--- src/rtl/vadj_seq_pkg.sv ---
`default_nettype none
// ============================================================================
// vadj_seq_pkg : state codes, level codes and counter sizing for the VADJ
// power sequencer.                                           Rev 1.0
// ============================================================================
package vadj_seq_pkg;

  typedef enum logic [2:0] {
    ST_IDLE     = 3'd0,
    ST_SET_LVL  = 3'd1,
    ST_RAMP     = 3'd2,
    ST_STABLE   = 3'd3,
    ST_RUN      = 3'd4,
    ST_SHUTDOWN = 3'd5,
    ST_FAULT    = 3'd6
  } vadj_state_e;

  localparam logic [1:0] LVL_DEFAULT = 2'b11;

  // The counter is loaded with N-1, so $clog2 of the largest N always fits.
  function automatic int cnt_width(input int a, input int b, input int c, input int d);
    int m;
    m = a;
    if (b > m) m = b;
    if (c > m) m = c;
    if (d > m) m = d;
    return (m < 2) ? 1 : $clog2(m);
  endfunction

endpackage
`default_nettype wire

--- src/rtl/vadj_pgood_sync.sv ---
`default_nettype none
// ============================================================================
// vadj_pgood_sync : two-flop synchroniser for the regulator power-good pin,
// resets low.                                                Rev 1.0
// ============================================================================
module vadj_pgood_sync (
  input  logic clk,
  input  logic rstn,
  input  logic d_i,
  output logic q_o
);

  logic meta_q;
  logic sync_q;

  always_ff @(posedge clk or negedge rstn) begin
    if (!rstn) begin
      meta_q <= 1'b0;
      sync_q <= 1'b0;
    end else begin
      meta_q <= d_i;
      sync_q <= meta_q;
    end
  end

  assign q_o = sync_q;

endmodule
`default_nettype wire

--- src/rtl/vadj_power_sequencer.sv ---
`default_nettype none
// ============================================================================
// vadj_power_sequencer : VADJ rail bring-up / shutdown sequencer with
// power-good qualification. Define VADJ_RETRY_EN for automatic fault retry.
// Rev 1.0
// ============================================================================
module vadj_power_sequencer
  import vadj_seq_pkg::*;
#(
  parameter int SETTLE_CYCLES     = 131072,
  parameter int PG_TIMEOUT_CYCLES = 1000000,
  parameter int PG_STABLE_CYCLES  = 1024,
  parameter int DISCHARGE_CYCLES  = 65536,
  parameter int MAX_RETRY         = 3
) (
  input  logic       clk,
  input  logic       rstn,
  input  logic       i_enable,
  input  logic [1:0] i_lvl_sel,
  input  logic       i_clr_fault,
  input  logic       i_pgood,
  output logic       o_lvl_adj0,
  output logic       o_lvl_adj1,
  output logic       o_auto_vadj,
  output logic       o_vadj_en,
  output logic       or_rstn,
  output logic       o_fault,
  output logic       o_busy,
  output logic [2:0] o_state
);

  localparam int CNT_W = cnt_width(SETTLE_CYCLES, PG_TIMEOUT_CYCLES,
                                   PG_STABLE_CYCLES, DISCHARGE_CYCLES);
  localparam logic [CNT_W-1:0] SETTLE_LD  = CNT_W'(SETTLE_CYCLES - 1);
  localparam logic [CNT_W-1:0] TIMEOUT_LD = CNT_W'(PG_TIMEOUT_CYCLES - 1);
  localparam logic [CNT_W-1:0] STABLE_LD  = CNT_W'(PG_STABLE_CYCLES - 1);
  localparam logic [CNT_W-1:0] DISCH_LD   = CNT_W'(DISCHARGE_CYCLES - 1);

  vadj_state_e      state_q, state_d;
  logic [CNT_W-1:0] cnt_q, cnt_d;
  logic [1:0]       lvl_q, lvl_d;
  logic             rail_q, adc_rstn_q, fault_q, busy_q;
  logic             w_fault_d;
  logic             w_pg_s;

  vadj_pgood_sync u_pgood_sync (
    .clk  (clk),
    .rstn (rstn),
    .d_i  (i_pgood),
    .q_o  (w_pg_s)
  );

`ifdef VADJ_RETRY_EN
  localparam int RTY_W = (MAX_RETRY < 1) ? 1 : $clog2(MAX_RETRY + 1);
  localparam logic [RTY_W-1:0] RTY_MAX = RTY_W'(MAX_RETRY);
  logic [RTY_W-1:0] retry_q, retry_d;
`else
  logic w_unused_retry;
  assign w_unused_retry = (MAX_RETRY != 0);
`endif

  always_comb begin
    state_d = state_q;
    lvl_d   = lvl_q;
    cnt_d   = (cnt_q != '0) ? cnt_q - CNT_W'(1) : cnt_q;
`ifdef VADJ_RETRY_EN
    retry_d = retry_q;
`endif
    unique case (state_q)
      ST_IDLE: begin
        if (i_enable) begin
          lvl_d   = i_lvl_sel;
          state_d = ST_SET_LVL;
        end
      end
      ST_SET_LVL: begin
        if (!i_enable)         state_d = ST_SHUTDOWN;
        else if (cnt_q == '0)  state_d = ST_RAMP;
      end
      ST_RAMP: begin
        if (!i_enable)         state_d = ST_SHUTDOWN;
        else if (w_pg_s)       state_d = ST_STABLE;
        else if (cnt_q == '0)  state_d = ST_FAULT;
      end
      ST_STABLE: begin
        if (!i_enable)         state_d = ST_SHUTDOWN;
        else if (!w_pg_s)      state_d = ST_RAMP;
        else if (cnt_q == '0) begin
          state_d = ST_RUN;
`ifdef VADJ_RETRY_EN
          retry_d = '0;
`endif
        end
      end
      ST_RUN: begin
        if (!w_pg_s)                                state_d = ST_FAULT;
        else if (!i_enable || (i_lvl_sel != lvl_q)) state_d = ST_SHUTDOWN;
      end
      ST_SHUTDOWN: begin
        if (cnt_q == '0)       state_d = ST_IDLE;
      end
      ST_FAULT: begin
        if (i_clr_fault) begin
          state_d = ST_SHUTDOWN;
`ifdef VADJ_RETRY_EN
          retry_d = '0;
        end else if (retry_q < RTY_MAX) begin
          state_d = ST_SHUTDOWN;
          retry_d = retry_q + RTY_W'(1);
`endif
        end
      end
      default: state_d = ST_IDLE;
    endcase

    // Every state entry reloads the shared down-counter.
    if (state_d != state_q) begin
      unique case (state_d)
        ST_SET_LVL:  cnt_d = SETTLE_LD;
        ST_RAMP:     cnt_d = TIMEOUT_LD;
        ST_STABLE:   cnt_d = STABLE_LD;
        ST_SHUTDOWN: cnt_d = DISCH_LD;
        default:     cnt_d = '0;
      endcase
    end
  end

`ifdef VADJ_RETRY_EN
  assign w_fault_d = (state_d == ST_FAULT) && (retry_d == RTY_MAX);

  always_ff @(posedge clk or negedge rstn) begin
    if (!rstn) retry_q <= '0;
    else       retry_q <= retry_d;
  end
`else
  assign w_fault_d = (state_d == ST_FAULT);
`endif

  always_ff @(posedge clk or negedge rstn) begin
    if (!rstn) begin
      state_q    <= ST_IDLE;
      cnt_q      <= '0;
      lvl_q      <= LVL_DEFAULT;
      rail_q     <= 1'b0;
      adc_rstn_q <= 1'b0;
      fault_q    <= 1'b0;
      busy_q     <= 1'b0;
    end else begin
      state_q    <= state_d;
      cnt_q      <= cnt_d;
      lvl_q      <= lvl_d;
      rail_q     <= state_d inside {ST_RAMP, ST_STABLE, ST_RUN};
      adc_rstn_q <= (state_d == ST_RUN);
      fault_q    <= w_fault_d;
      busy_q     <= state_d inside {ST_SET_LVL, ST_RAMP, ST_STABLE, ST_SHUTDOWN};
    end
  end

  assign o_lvl_adj0  = lvl_q[0];
  assign o_lvl_adj1  = lvl_q[1];
  assign o_auto_vadj = rail_q;
  assign o_vadj_en   = rail_q;
  assign or_rstn     = adc_rstn_q;
  assign o_fault     = fault_q;
  assign o_busy      = busy_q;
  assign o_state     = state_q;

endmodule
`default_nettype wire
--- config.mk ---
export PLATFORM = sky130hd
export DESIGN_NAME = vadj_power_sequencer
export DESIGN_NICKNAME = d
export VERILOG_FILES = /design/src/rtl/vadj_seq_pkg.sv /design/src/rtl/vadj_pgood_sync.sv /design/src/rtl/vadj_power_sequencer.sv
export SDC_FILE = /design/constraint.sdc
export NUM_CORES = 1
export LEC_CHECK = 0
export BUFFER_PORTS_ARGS = -buffer_cell sky130_fd_sc_hd__buf_2
export CAP_MARGIN = 20
export CORE_MARGIN = 2
export CORE_UTILIZATION = 55
export CTS_BUF_LIST = sky130_fd_sc_hd__clkbuf_4 sky130_fd_sc_hd__clkbuf_8
export DETAILED_ROUTE_END_ITERATION = 7
export PLACE_DENSITY = 0.75
export SLEW_MARGIN = 15
export SYNTH_ARGS = -nofsm -noshare
export SYNTH_HDL_FRONTEND = slang
export SYNTH_SLANG_ARGS = --single-unit
--- constraint.sdc ---
create_clock -name clk -period 3.5 [get_ports clk]
set_input_delay 0.7 -clock clk [delete_from_list [all_inputs] [get_ports clk]]
set_output_delay 0.7 -clock clk [all_outputs]
set_load 0.01 [all_outputs]
==> results of run 1 <==
cells in the mapped netlist, types with 2 or more instances:
master	n
nand3_1	3
nand2b_1	3
nand3b_1	2
dfstp_2	2
mux2_2	2
a21oi_1	2
a31oi_1	4
nor3_1	2
o21ai_0	9
buf_2	5
or3_1	2
nor2_1	14
nand4_1	2
xor2_1	6
dfrtp_1	29
o21ai_2	6
nor4_1	4
o21ai_1	10
nor2b_1	3
nand2_1	10
nand2_2	2
buf_4	2
and2_1	4
nand2_4	2
inv_1	6
buf_6	3
nor4_4	4
and3_1	3
xnor2_1	14
report_power, final:
part           total, mW  leakage (nW)  internal, mW  switching (mW)
logic              0.943         0.395         0.411           0.532
registers          0.773         0.371         0.540           0.233
clock network      0.296        0.0482         0.169           0.128
total               2.01         0.814          1.12           0.893
metal layers:
metal	vias up	wire, um
met5	-	0
met4	0	80
met3	10	172
met2	44	1780
met1	670	1650
li1	681	-
worst min-delay path by stage:
stage | slack (ps) | end | start
final | 360 | u_pgood_sync.q_o | u_pgood_sync.meta_q
after detailed placement | 340 | u_pgood_sync.q_o | u_pgood_sync.meta_q
after global routing | 370 | u_pgood_sync.q_o | u_pgood_sync.meta_q
after CTS | 360 | u_pgood_sync.q_o | u_pgood_sync.meta_q
after floorplan | 330 | u_pgood_sync.q_o | u_pgood_sync.meta_q
after global placement | 330 | u_pgood_sync.q_o | u_pgood_sync.meta_q
metrics by stage:
stage	utilization (%)	setup slack, ps	instance area, um2	std cells
6_report	61.1	676	2020	244
5_1_grt	61.1	454	2020	244
4_1_cts	61.1	662	2020	244
3_5_place_dp	58.5	540	1940	236
3_3_place_gp	58.5	565	1940	236
2_1_floorplan	-	1030	1870	183
worst max-delay path: cells and delay by family (launching register included):
kind,cells,cell delay [ps]
simple gates,3,1330
compound gates,4,740
flops,1,430
fa+ha+maj,1,170
buf+inv,1,70
area by class of cell:
type,instances,share of cell area [%]
tap,46,2.84
timing repair buffer,17,4.33
sequential,31,38.4
inverter,7,1.30
clock buffer,6,2.53
clock inverter,2,1.73
multi-input combinational,135,48.8
flip-flops by register name, indices dropped and copies added, names as in the netlist:
signal / flops
u_pgood_sync.meta_q: 1
or_rstn: 1
u_pgood_sync.q_o: 1
o_state: 3
o_busy: 1
cnt_q: 20
o_auto_vadj: 1
lvl_q: 2
o_fault: 1
cells by family (layout without fill, tap and decap cells):
kind of cell             count (synthesis)  in the layout  share of synthesized area [%]
AND/OR/NAND/NOR                         65             65                           22.9
adder cells (fa/ha/maj)                  1              1                          0.670
XOR/XNOR                                20             20                           9.38
buffers and inverters                   17             32                           5.36
multiplexers                             2              2                           1.21
AO/OA/AOI/OAI                           47             47                           18.8
flip-flops                              31             31                           41.7
==> metrics, run 1 <==
Congestion Overflow GR 0; met2 GRT Util 35.3%; met3 Use GR 5.43%; post-route ant nets 0; Resize count post-CTS 0; top post-synthesis cells by area dfrtp_1 (39%), xnor2_1 (6.6%), nor4_4 (4.6%), dfstp_2 (2.8%), nor2_1 (2.8%); Worst Setup Start Kind flip-flop; Syn Std Cell Area 1870 um2; postcts setup bufs 0; cts bufs inserted 5; Root Buffer clkbuf_4; maximum fanout along the worst path 7; Synth Warn # 0; Clock Path Buffers 2; Yosys top cell by area dfrtp_1; setup_tns 0 ps; minimum clock period 2820 ps; Die Span X 62.3 um; FF/Latch Area 778 um2; Synth top area share 38.9%; filler cell count 292; post-detail-place hpwl 2720 um; first-pass GRT wire length 6560 um; most frequent cells in the layout dfrtp_1 (29), buf_2 (16), nor2_1 (14), xnor2_1 (14); Final setup viols 0; count of cell types in the netlist 52; n_diodes 0; final slew viol count 0; outcome finished clean; endpoint type of the worst setup path flip-flop; initial core utilization 56.4%; core area 3310 um2; CTS tree done; worst hold slack 363 ps; total power 2.01 mW; IO Count 17; reg2reg path depth 9; slowest stage cell, crit path or3_1; worst r2r dst cnt_q[4]; number of synthesized register bits 31; pwr dens 994 nW/um2; RSZ-0062 raised after global routing false; Slew @ Worst Pin 679 ps; WHS Path Cells 0; Worst EP required 3760 ps; met1 usage 27.7%; die area 3880 um2; I/O Buffers 16; drt wl/cell 15.1 um; GR peak layer met2; dominant synthesized flop cell dfrtp_1; Fin. Hold Viols 0; CTS Sinks 31; initial antenna violation count 0; ys async rst share 100%; GR Util All Layers 21.4%; Max stage delay on crit path 570 ps; f_max 354 MHz; hold buffers post-CTS 0; DRT iter0 DRCs 50; via density per instance 5.76; clock skew 6.92 ps; number of synthesized flops with an enable pin 0; multi-input logic area 988 um2; Slew headroom 54.2%; layout cells sized above 1 26.8%; number of remaining DRC errors 0; FF-to-FF Start cnt_q[0]; vias in the first global route 1424; Avg Inst Size Synth 10.2 um2; max-cap violations 0; cell chain of the critical path inv_1, ha_1, nor3b_2, and2_1, a41oi_2, o21ai_1, a31oi_2, or3_1, o21ai_2; crit share post-route 80.7%; end of the critical path cnt_q[4]; worst setup path category reg -> reg; row count 21; Syn Inst Count 183; via count 1405; clk_lat worst skew 330 ps; Max VDD drop 0.420 mV; commonest non-fill, non-tap cell in the layout dfrtp_1; flop2flop setup slack 680 ps; Layout area overhead 8.44%; Die Y 62.3 um; Hold/Removal Path Class reg -> reg; Critical path origin cnt_q[0]; RePlAce Congestion 0.860; CP arrival 3090 ps; register area share after synthesis 41.7%; WL final 3690 um; synthesized net count 191; largest net degree at the start of global routing 32; TritonRoute pass-1 iters 4; static leakage 0.814 nW; H-tree Lvls 2; Reg clk slew, reported paths 100 ps; # nets final 205
Note: power is estimated with default switching activity, not from simulation.
==> run 2, diff against run 1 <==
clock period = 2.6 ns   (was 3.5 ns; I/O delays follow)
==> metrics, run 2 (synthesis results as in run 1) <==
die area 3880 um2; TritonRoute pass-1 iters 4; H-tree Lvls 2; via density per instance 5.68; hold buffers post-CTS 0; crit share post-route 93.1%; Worst EP required 2860 ps; PnR worst setup slack 180 ps; via count 1459; minimum clock period 2420 ps; Clock Path Buffers 2; CP arrival 2680 ps; pwr dens 1340 nW/um2; initial antenna violation count 0; f_max 413 MHz; I/O Buffers 16; max-cap violations 0; commonest non-fill, non-tap cell in the layout dfrtp_1; critical path's most frequent cell nor4_4; post-detail-place hpwl 2870 um; RePlAce Congestion 0.917; setup_tns 0 ps; slowest stage cell, crit path dfrtp_1; core area 3310 um2; met3 Use GR 4.71%; vias in the first global route 1487; most frequent cells in the layout dfrtp_1 (28), buf_2 (16), nor2_1 (14), xnor2_1 (14), buf_4 (14); WL final 3820 um; critical path's top delay family simple AND/OR/NAND/NOR gates; max reg flops 20; Worst Setup Start Kind flip-flop; CTS Sinks 31; # nets final 219; cts bufs inserted 5; Resize count post-CTS 0; row count 21; Die Y 62.3 um; final slew viol count 0; drt wl/cell 14.8 um; Hold/Removal Path Class in -> async; Slew headroom 55.0%; number of remaining DRC errors 0; met2 GRT Util 37.9%; clock skew 8.20 ps; clk_lat worst skew 320 ps; largest net degree at the start of global routing 32; n_diodes 0; cell chain of the critical path nor4_4, buf_4, nand3_1, o32a_1, o32ai_1, nor4_4, or3_1, buf_12, o21ai_2; GR Util All Layers 22.3%; worst setup path category reg -> reg; Layout area overhead 13.7%; Reg with most FFs cnt_q; DRT iter0 DRCs 63; endpoint type of the worst setup path flip-flop; initial core utilization 56.4%; Slew @ Worst Pin 674 ps; DP Worst Slack 67.9 ps; Max VDD drop 0.734 mV; Reg clk slew, reported paths 90 ps; Root Buffer clkbuf_4; postcts setup bufs 0; layout cells sized above 1 32.7%; Max stage delay on crit path 460 ps; filler cell count 290; RSZ-0062 raised after global routing false; met1 usage 28.2%; crit path buf inv count 2; Final setup viols 0; IO Count 17; outcome finished clean; Congestion Overflow GR 0; post-route ant nets 0; Fin. Hold Viols 0; CTS tree done; Die Span X 62.3 um; static leakage 0.879 nW; first-pass GRT wire length 6830 um; maximum fanout along the worst path 7; GR peak layer met2
==> run 2: layout make-up <==
cell class	instances	area (um2)	area share [%]
Clock buffer	6	51.3	2.42
Timing Repair Buffer	31	205	9.66
Clock inverter	1	5.00	0.236
Tap cell	46	57.6	2.71
Inverter	7	26.3	1.24
Multi-Input combinational cell	135	998	47.0
Sequential cell	31	779	36.7
==> run 2: metrics by stage <==
stage	util (%)	instances	cell area (um2)	hold WS, ps	total power, mW
floorplan	-	183	1870	224	2.09
global placement	62.1	250	2060	339	2.48
detailed placement	62.1	250	2060	336	2.55
CTS	63.8	257	2110	244	2.85
global route	64.1	257	2120	280	3.07
finish	64.1	257	2120	224	2.84
==> run 2: final timing paths <==
path | slack (ps) | end | cells past startpoint | start
max | 180 | cnt_q[3] | 9 | cnt_q[13]
min | 220 | cnt_q[3] | 1 | rstn
max reg2reg | 180 | cnt_q[3] | 9 | cnt_q[13]
min reg2reg | 350 | u_pgood_sync.q_o | 0 | u_pgood_sync.meta_q
max in group asynchronous | 1890 | o_state[0] | 1 | rstn
min in group clk | 300 | u_pgood_sync.meta_q | 1 | i_pgood
==> run 2: power by group <==
| part | switching (mW) | total [mW] | internal [mW] |
|---|---|---|---|
| combinational | 0.822 | 1.56 | 0.734 |
| sequential | 0.275 | 1.00 | 0.729 |
| clock | 0.158 | 0.283 | 0.125 |
==> run 2: worst register-to-register path: stages, from the launching register on <==
cell	delay, ps
dfrtp_1	460
nor4_4	320
buf_4	160
nand3_1	140
o32a_1	370
o32ai_1	260
nor4_4	70
or3_1	370
buf_12	160
o21ai_2	50
==> run 2: per-layer routing <==
metal	up-vias	routed length, um	share of wire [%]
li1	711	-	-
met3	5	149	3.9
met2	35	1890	50
met1	708	1720	45
met5	-	0	0
met4	0	55	1.4
